**src/rtl/alu_seq.sv**
```systemverilog
// alu_seq: sequential ALU with single-cycle logic/arith/shift ops and a W-cycle shift-add multiplier
//   clk        : rising-edge clock
//   resetN     : asynchronous active-low reset
//   start      : begin an operation (sampled only while busy=0)
//   operation  : operation code (0 AND,1 OR,2 XOR,3 ADD,4 SUB,5 SHL,6 SHR,7 MUL)
//   operandA/B : operands, sampled with start
//   result     : registered low result word
//   resultHigh : registered high product word (MUL only, else 0)
//   flags      : registered {N, V, C, Z}
//   busy       : multiplier in progress
//   done       : one-cycle pulse per completed operation
//   opError    : last completed operation code was undefined
`ifndef MEMORY_WORD_SIZE
`define MEMORY_WORD_SIZE 8
`endif
module alu_seq #(
   parameter int MEMORY_WORD_SIZE = `MEMORY_WORD_SIZE,
   parameter int OPERATOR_SIZE = 4
) (
   input  logic                          clk,
   input  logic                          resetN,
   input  logic                          start,
   input  logic [OPERATOR_SIZE-1:0]      operation,
   input  logic [MEMORY_WORD_SIZE-1:0]   operandA,
   input  logic [MEMORY_WORD_SIZE-1:0]   operandB,
   output logic [MEMORY_WORD_SIZE-1:0]   result,
   output logic [MEMORY_WORD_SIZE-1:0]   resultHigh,
   output logic [3:0]                    flags,
   output logic                          busy,
   output logic                          done,
   output logic                          opError
);
   localparam int W = MEMORY_WORD_SIZE;
   localparam int SW = $clog2(W);
   localparam logic [0:0] S_IDLE = 1'b0;
   localparam logic [0:0] S_MUL = 1'b1;
   localparam logic [OPERATOR_SIZE-1:0] OP_AND = OPERATOR_SIZE'(0);
   localparam logic [OPERATOR_SIZE-1:0] OP_OR = OPERATOR_SIZE'(1);
   localparam logic [OPERATOR_SIZE-1:0] OP_XOR = OPERATOR_SIZE'(2);
   localparam logic [OPERATOR_SIZE-1:0] OP_ADD = OPERATOR_SIZE'(3);
   localparam logic [OPERATOR_SIZE-1:0] OP_SUB = OPERATOR_SIZE'(4);
   localparam logic [OPERATOR_SIZE-1:0] OP_SHL = OPERATOR_SIZE'(5);
   localparam logic [OPERATOR_SIZE-1:0] OP_SHR = OPERATOR_SIZE'(6);
   localparam logic [OPERATOR_SIZE-1:0] OP_MUL = OPERATOR_SIZE'(7);

   logic [0:0]     state_q, state_d;
   logic [W-1:0]   res_q, res_d, hi_q, hi_d, mcand_q, mcand_d;
   logic [3:0]     flags_q, flags_d;
   logic           done_q, done_d, err_q, err_d;
   logic [2*W-1:0] prod_q, prod_d;
   logic [SW-1:0]  cnt_q, cnt_d;

   logic [SW-1:0]  amt;
   logic [W:0]     add_w, sub_w, shl_w, shr_w, psum;
   logic [2*W-1:0] step;
   logic [W-1:0]   alu_r;
   logic           alu_c, alu_v, alu_bad;

   assign amt = operandB[SW-1:0];
   assign add_w = {1'b0, operandA} + {1'b0, operandB};
   // bit W of the widened difference is the borrow (A < B unsigned)
   assign sub_w = {1'b0, operandA} - {1'b0, operandB};
   // the extra bit beside each shift catches the last bit shifted out; it is 0 for amt=0
   assign shl_w = {1'b0, operandA} << amt;
   assign shr_w = {operandA, 1'b0} >> amt;

   // one shift-add step: high half accumulates the multiplicand when the current
   // multiplier bit (prod_q[0]) is set, then the whole product shifts right
   assign psum = {1'b0, prod_q[2*W-1:W]} + (prod_q[0] ? {1'b0, mcand_q} : {(W+1){1'b0}});
   assign step = {psum, prod_q[W-1:1]};

   always_comb begin
      alu_r = '0;
      alu_c = 1'b0;
      alu_v = 1'b0;
      alu_bad = 1'b0;
      case (operation)
         OP_AND: alu_r = operandA & operandB;
         OP_OR:  alu_r = operandA | operandB;
         OP_XOR: alu_r = operandA ^ operandB;
         OP_ADD: begin
            alu_r = add_w[W-1:0];
            alu_c = add_w[W];
            alu_v = (operandA[W-1] == operandB[W-1]) && (add_w[W-1] != operandA[W-1]);
         end
         OP_SUB: begin
            alu_r = sub_w[W-1:0];
            alu_c = sub_w[W];
            alu_v = (operandA[W-1] != operandB[W-1]) && (sub_w[W-1] != operandA[W-1]);
         end
         OP_SHL: begin
            alu_r = shl_w[W-1:0];
            alu_c = shl_w[W];
         end
         OP_SHR: begin
            alu_r = shr_w[W:1];
            alu_c = shr_w[0];
         end
         default: alu_bad = 1'b1;
      endcase
   end

   always_comb begin
      state_d = state_q;
      res_d = res_q;
      hi_d = hi_q;
      flags_d = flags_q;
      err_d = err_q;
      done_d = 1'b0;
      mcand_d = mcand_q;
      prod_d = prod_q;
      cnt_d = cnt_q;
      if (state_q == S_MUL) begin
         prod_d = step;
         cnt_d = cnt_q + SW'(1);
         if (cnt_q == SW'(W - 1)) begin
            state_d = S_IDLE;
            res_d = step[W-1:0];
            hi_d = step[2*W-1:W];
            flags_d = {step[W-1], |step[2*W-1:W], 1'b0, ~|step};
            err_d = 1'b0;
            done_d = 1'b1;
            cnt_d = '0;
         end
      end else if (start) begin
         if (operation == OP_MUL) begin
            state_d = S_MUL;
            mcand_d = operandA;
            prod_d = {{W{1'b0}}, operandB};
            cnt_d = '0;
         end else begin
            res_d = alu_r;
            hi_d = '0;
            flags_d = {alu_r[W-1], alu_v, alu_c, ~|alu_r};
            err_d = alu_bad;
            done_d = 1'b1;
         end
      end
   end

   always_ff @(posedge clk or negedge resetN) begin
      if (!resetN) begin
         state_q <= S_IDLE;
         res_q <= '0;
         hi_q <= '0;
         flags_q <= '0;
         err_q <= 1'b0;
         done_q <= 1'b0;
         mcand_q <= '0;
         prod_q <= '0;
         cnt_q <= '0;
      end else begin
         state_q <= state_d;
         res_q <= res_d;
         hi_q <= hi_d;
         flags_q <= flags_d;
         err_q <= err_d;
         done_q <= done_d;
         mcand_q <= mcand_d;
         prod_q <= prod_d;
         cnt_q <= cnt_d;
      end
   end

   assign result = res_q;
   assign resultHigh = hi_q;
   assign flags = flags_q;
   assign busy = (state_q == S_MUL);
   assign done = done_q;
   assign opError = err_q;
endmodule

```
**config.mk**
```make
export PLATFORM = sky130hd
export DESIGN_NAME = alu_seq
export DESIGN_NICKNAME = d
export VERILOG_FILES = /design/src/rtl/alu_seq.sv
export SDC_FILE = /design/constraint.sdc
export NUM_CORES = 1
export LEC_CHECK = 0
export ABC_AREA = 1
export BUFFER_PORTS_ARGS = -buffer_cell sky130_fd_sc_hd__clkbuf_2
export CORE_ASPECT_RATIO = 1.4
export CORE_UTILIZATION = 40
export DETAILED_ROUTE_END_ITERATION = 10
export HOLD_SLACK_MARGIN = 0.03
export PLACE_DENSITY_LB_ADDON = 0.05
export SLEW_MARGIN = 0
export SYNTH_ARGS = -nofsm -noshare
export SYNTH_HDL_FRONTEND = slang
export SYNTH_SLANG_ARGS = --single-unit
export TNS_END_PERCENT = 100
```
**constraint.sdc**
```tcl
create_clock -name clk -period 2.6 [get_ports clk]
set_input_delay 0.13 -clock clk [delete_from_list [all_inputs] [get_ports clk]]
set_output_delay 0.13 -clock clk [all_outputs]
set_load 0.005 [all_outputs]
```
==> results of run 1 <==
## worst min-delay path, cell delays in order
cell	delay, ns
clkbuf_2	0.13
inv_1	0.08
o21ai_0	0.08
## cells in the final DEF (no fill, tap or decap), types with 2 or more instances in the layout
cell,count
o21ai_0,42
nand2_2,4
nand4_1,11
o211ai_1,4
o221ai_1,6
a22o_1,2
inv_1,81
o21ai_1,4
a21o_1,2
nand2_4,2
fa_1,3
nand3b_1,3
nor2_2,4
buf_4,12
o22ai_1,3
inv_2,7
ha_1,35
a21oi_1,17
dfrtp_1,49
clkbuf_2,45
nor2_1,63
a31oi_1,6
nor3_1,2
nand2_1,198
nand3_1,74
clkbuf_16,5
## cell type report
cell class | count | share of cell area
inverter | 88 | 0.0690
multi-input combinational | 495 | 0.541
timing repair buffer | 58 | 0.0679
tap | 138 | 0.0361
sequential | 49 | 0.256
clock inverter | 2 | 0.00287
clock buffer | 6 | 0.0269
## final timing paths
kind	start	endpoint	slack, ns	cells past startpoint
max reg2reg	prod_q[0]	flags[0]	0.31	16
min	operandA[5]	mcand_q[5]	0.18	3
max	prod_q[0]	flags[0]	0.31	16
min in group asynchronous	resetN	prod_q[12]	0.39	2
min reg2reg	opError	opError	0.48	2
max in group asynchronous	resetN	resultHigh[5]	1.43	3
## metrics by stage
step	setup slack (ns)	cells	instance area, um^2	hold slack, ns	total power, mW
2_1_floorplan	0.452	652	4260	-0.166	2.25
3_3_place_gp	0.275	827	4640	0.181	2.82
3_5_place_dp	0.261	827	4640	0.183	2.83
4_1_cts	0.299	836	4790	0.177	3.49
5_1_grt	0.0179	836	4790	0.211	3.75
6_report	0.313	836	4790	0.179	3.46
## logic make-up after synthesis
kind of cell             count (synthesis)  share of synthesized area
AO/OA/AOI/OAI                           91                      0.124
XOR/XNOR                                 2                    0.00411
adder cells (fa/ha/maj)                 38                      0.117
buffers and inverters                  108                      0.104
flip-flops                              49                      0.288
AND/OR/NAND/NOR                        364                      0.363
## layer usage
metal,share of wire,up-vias,wire (um)
li1,-,2197,-
met1,0.37,2059,5600
met2,0.51,140,7610
met3,0.037,47,550
met4,0.082,0,1230
met5,0,-,0
## flip-flops by register name, summed over array words and instances (netlist names)
| name | flops |
|---|---|
| cnt_q | 3 |
| mcand_q | 8 |
| done | 1 |
| prod_q | 16 |
| result | 8 |
| opError | 1 |
| flags | 3 |
| resultHigh | 8 |
| busy | 1 |
## timing repair
action	CTS	global route
hold buffers	1	0
buffers inserted	0	0
hold endpoints to repair	24	0
## power by group
part / internal [mW] / total (mW) / switching [mW]
Sequential: 1.05 / 1.22 / 0.174
Clock: 0.359 / 0.647 / 0.288
Combinational: 0.573 / 1.59 / 1.02
Total: 1.98 / 3.46 / 1.48
==> impl_metrics.ini, run 1 <==
[status]
status = finished clean

[global_route]
gr-usage-met1 = 0.289
grt.busiest_layer = met2
overflow = 0
antenna_found_initial = 0
grt_pass1_vias = 4365
use_met3 = 0.0272
grtUsageTotal = 0.285
grt_max_degree = 26
use_met2 = 0.523
grt_pass1_wl_um = 22800

[floorplanning]
row_count = 44
fp.dieH_um = 124
ios = 46
dieArea_um2 = 11100
coreArea_um2 = 10300
die_width_um = 89.2
initial_core_util = 0.412

[timing]
worstMarginPinSlew_ns = 0.674
hold_viol = 0
rsz0062_at_grt = false
skew_ns = 0.00833
slew_headroom = 0.550
slew_violations = 0
fmax_mhz = 437
setup_viol = 0
post-route-period-util = 0.880
min_period_ns = 2.29
tns_ns = 0

[finish]
multi_input_area_um2 = 2590
seqCellArea_um2 = 1230
antenna_cells = 0
final_nets = 758
nFillCells = 1167
utilization = 0.463
drive_gt1_frac = 0.120
syn_to_final_growth_pct = 12.4

[worst_setup_path]
path_cells = nand2_1, inv_1, ha_1, inv_1, fa_1, inv_1, nand3_1, nand2_1, nand2_1, nand2_1, nand3_1, nor2_1, nand4_1, nor2_1, nor2_1, a21oi_2
critPathBufInv = 3
path_max_fanout = 9
crit_top_cell = nand2_1
slowest_delay_ns = 0.48
worstPathRequired_ns = 2.83
cp_slowest_cell = dfrtp_1
crit_family = simple AND/OR/NAND/NOR gates
critPathKind = reg2reg
cp.arrival_ns = 2.51
start_kind = flop
crit_path_end_kind = flop

[job]
drv_cap = 0

[placed_design]
dpl.hpwl_um = 12300
routabilityCongestion = 0.983
port_buffers = 45

[yosys]
netlist.area_leader.share = 0.288
synth-seq-area-share = 0.288
synth_commonest_cells = 198 x nand2_1, 81 x inv_1, 74 x nand3_1
ys_ff_latch = 49
syn_avg_cell_area_um2 = 6.53
synth.net_count = 713
syn_area_um2 = 4260
synth.distinct_cells = 37
synthMostInstantiatedCell = nand2_1
synth_top_area_cell = dfrtp_1
async_flop_share = 1.00
synth.yosys.warnings = 0
ys.flop_type = dfrtp_1
synthTopCellsByArea = dfrtp_1 29%, nand2_1 17%, ha_1 10%, nand3_1 8.7%, inv_1 7.1%
synthCells = 652
synth-edff-count = 0

[power_and_ir_drop]
p_per_area_nw_per_um2 = 723
p_leak_nw = 2.65
ir_drop_mv = 0.325

[detailed_routing]
drt_iter0_markers = 227
vias_per_cell = 5.31
wl_um = 15000
wire_per_inst_um = 17.9
num_vias = 4443
first_pass_iters = 4
drcViolationCount = 0
ant_nets = 0

[clock_tree]
clk_pin_slew_worst_paths_ns = 0.07
numCtsBuffers = 5
cts.path.max_buffers = 2
clkSinkCount = 49
cts_tree = yes
clockRootBuffer = clkbuf_16
clk_latency_ns = 0.29
cts_resized = 0
h-tree-depth = 2

[hold_path]
worstHoldPathType = in2reg
(Power assumes the default switching activity.)
==> run 2, diff against run 1 <==
- CORE_MARGIN: not set -> 10
- PLACE_DENSITY_LB_ADDON: 0.05 -> not set
- clock period: 2.6 -> 2.1 ns (I/O delays scaled with it)
==> impl_metrics.ini, run 2 (synthesized netlist as in run 1, its figures left out) <==
[floorplanning]
ios = 46
dieArea_um2 = 15200
row_count = 44
coreArea_um2 = 10400
initial_core_util = 0.409
fp.dieH_um = 142
die_width_um = 107

[worst_setup_path]
cp_slowest_cell = fa_2
start_kind = flop
timing.rr.end = flags[0]
cp.arrival_ns = 2.32
path_cells = nand2_1, inv_1, ha_2, inv_2, fa_2, inv_1, nor2_1, nand3_2, nor2_1, nand4_1, nor2_1, nor2_1, a21oi_2
crit_path_end_kind = flop
crit_top_cell = nor2_1
slowest_delay_ns = 0.56
path_max_fanout = 2
crit_family = adder cells
rrSetupSlack_ns = 0.01
r2r_cells = 13
worstReg2RegStart = prod_q[0]
worstPathRequired_ns = 2.33
critPathKind = reg2reg
critPathBufInv = 3

[placed_design]
place_ws_ns = 0.0201
dpl.hpwl_um = 12400
port_buffers = 45
dp_cells = 858
dpl-instance-area_um2 = 4870
routabilityCongestion = 0.969

[detailed_routing]
drt_iter0_markers = 305
ant_nets = 0
vias_per_cell = 5.21
wl_um = 14800
wire_per_inst_um = 17.1
first_pass_iters = 5
num_vias = 4519
drcViolationCount = 0

[clock_tree]
h-tree-depth = 2
cts.path.max_buffers = 2
cts_tree = yes
numCtsBuffers = 5
clk_latency_ns = 0.29
clockRootBuffer = clkbuf_16
postCtsSetupBuffers = 0
clk_pin_slew_worst_paths_ns = 0.07
clkSinkCount = 49

[timing]
post-route-period-util = 0.995
worstMarginPinSlew_ns = 0.832
setup_viol = 0
fmax_mhz = 479
rsz0062_at_grt = true
skew_ns = 0.00269
slew_headroom = 0.445
hold_viol = 0
tns_ns = 0
worst_slack_ns = 0.0104
slew_violations = 0
min_period_ns = 2.09
worst_hold_slack_ns = 0.130

[finish]
drive_gt1_frac = 0.174
syn_to_final_growth_pct = 19.8
largest-register = prod_q
layout_common_cells = 195 x nand2_1, 79 x inv_1, 72 x nand3_1
final_area_um2 = 5100
final_nets = 789
antenna_cells = 0
final_common_cell = nand2_1
final_cells = 867
largest_reg_flops = 16

[job]
drv_cap = 0

[hold_path]
worstHoldPathType = in2reg
hold_start = start
holdPathStages = 5
worstHoldEndpoint = opError

[power_and_ir_drop]
p_leak_nw = 2.81
p_per_area_nw_per_um2 = 896
ir_drop_mv = 0.411

[global_route]
overflow = 0
grtUsageTotal = 0.199
antenna_found_initial = 0
grt_pass1_wl_um = 24000
grt_max_degree = 35
grt_pass1_vias = 4593

[status]
status = finished clean
-- run 2: changes by cell type in the layout (fill, tap and decap cells not counted), sizes merged --
cell / change
buf: +31
bufinv: +1
clkinv: -1
clkinvlp: +1
inv: -1
-- run 2: layout make-up --
cell class / instances / area [um^2]
clock buffer: 6 / 139
clock inverter: 2 / 37.5
fill: 1091 / 5300
inverter: 88 / 330
multi-input combinational: 495 / 2640
sequential: 49 / 1230
tap: 138 / 173
timing repair buffer: 89 / 558
-- run 2: what timing repair did --
item	4_1_cts	5_1_grt
setup endpoints to repair	0	2
resized for setup	0	16
hold buffers	1	0
endpoints found under the hold margin	32	0
-- run 2: worst max path at each step --
stage	from	end	slack, ns	cells after the start
6_report	prod_q[0]	flags[0]	0.01	13
5_1_grt	prod_q[0]	flags[0]	-0.21	11
3_5_place_dp	mcand_q[0]	flags[0]	0.02	16
4_1_cts	mcand_q[0]	flags[0]	0.0003	16
3_3_place_gp	prod_q[0]	flags[0]	0.06	16
2_1_floorplan	prod_q[0]	flags[0]	0.04	17
-- run 2: power breakdown --
part           total [mW]  switching, mW  internal, mW
clock               0.957          0.362         0.595
combinational        2.11           1.30         0.813
sequential           1.51          0.206          1.30
-- run 2: per-layer routing --
layer / up-vias / share of wire / GRT usage
met5: - / 0 / 0
li1: 2262 / - / -
met2: 118 / 0.51 / 0.358
met4: 0 / 0.058 / 0.127
met1: 2098 / 0.40 / 0.211
met3: 41 / 0.036 / 0.0254
-- run 2: metrics by stage --
stage | utilization | total power, mW
2_1_floorplan | - | 2.79
3_3_place_gp | 0.468 | 3.57
3_5_place_dp | 0.468 | 3.59
4_1_cts | 0.486 | 4.56
5_1_grt | 0.490 | 4.95
6_report | 0.490 | 4.57
-- run 2: worst min-delay path: stages --
cell and delay, ns:
clkbuf_2 0.09, inv_1 0.05, nor2_1 0.05, nand3_1 0.06
nand2_1 0.04
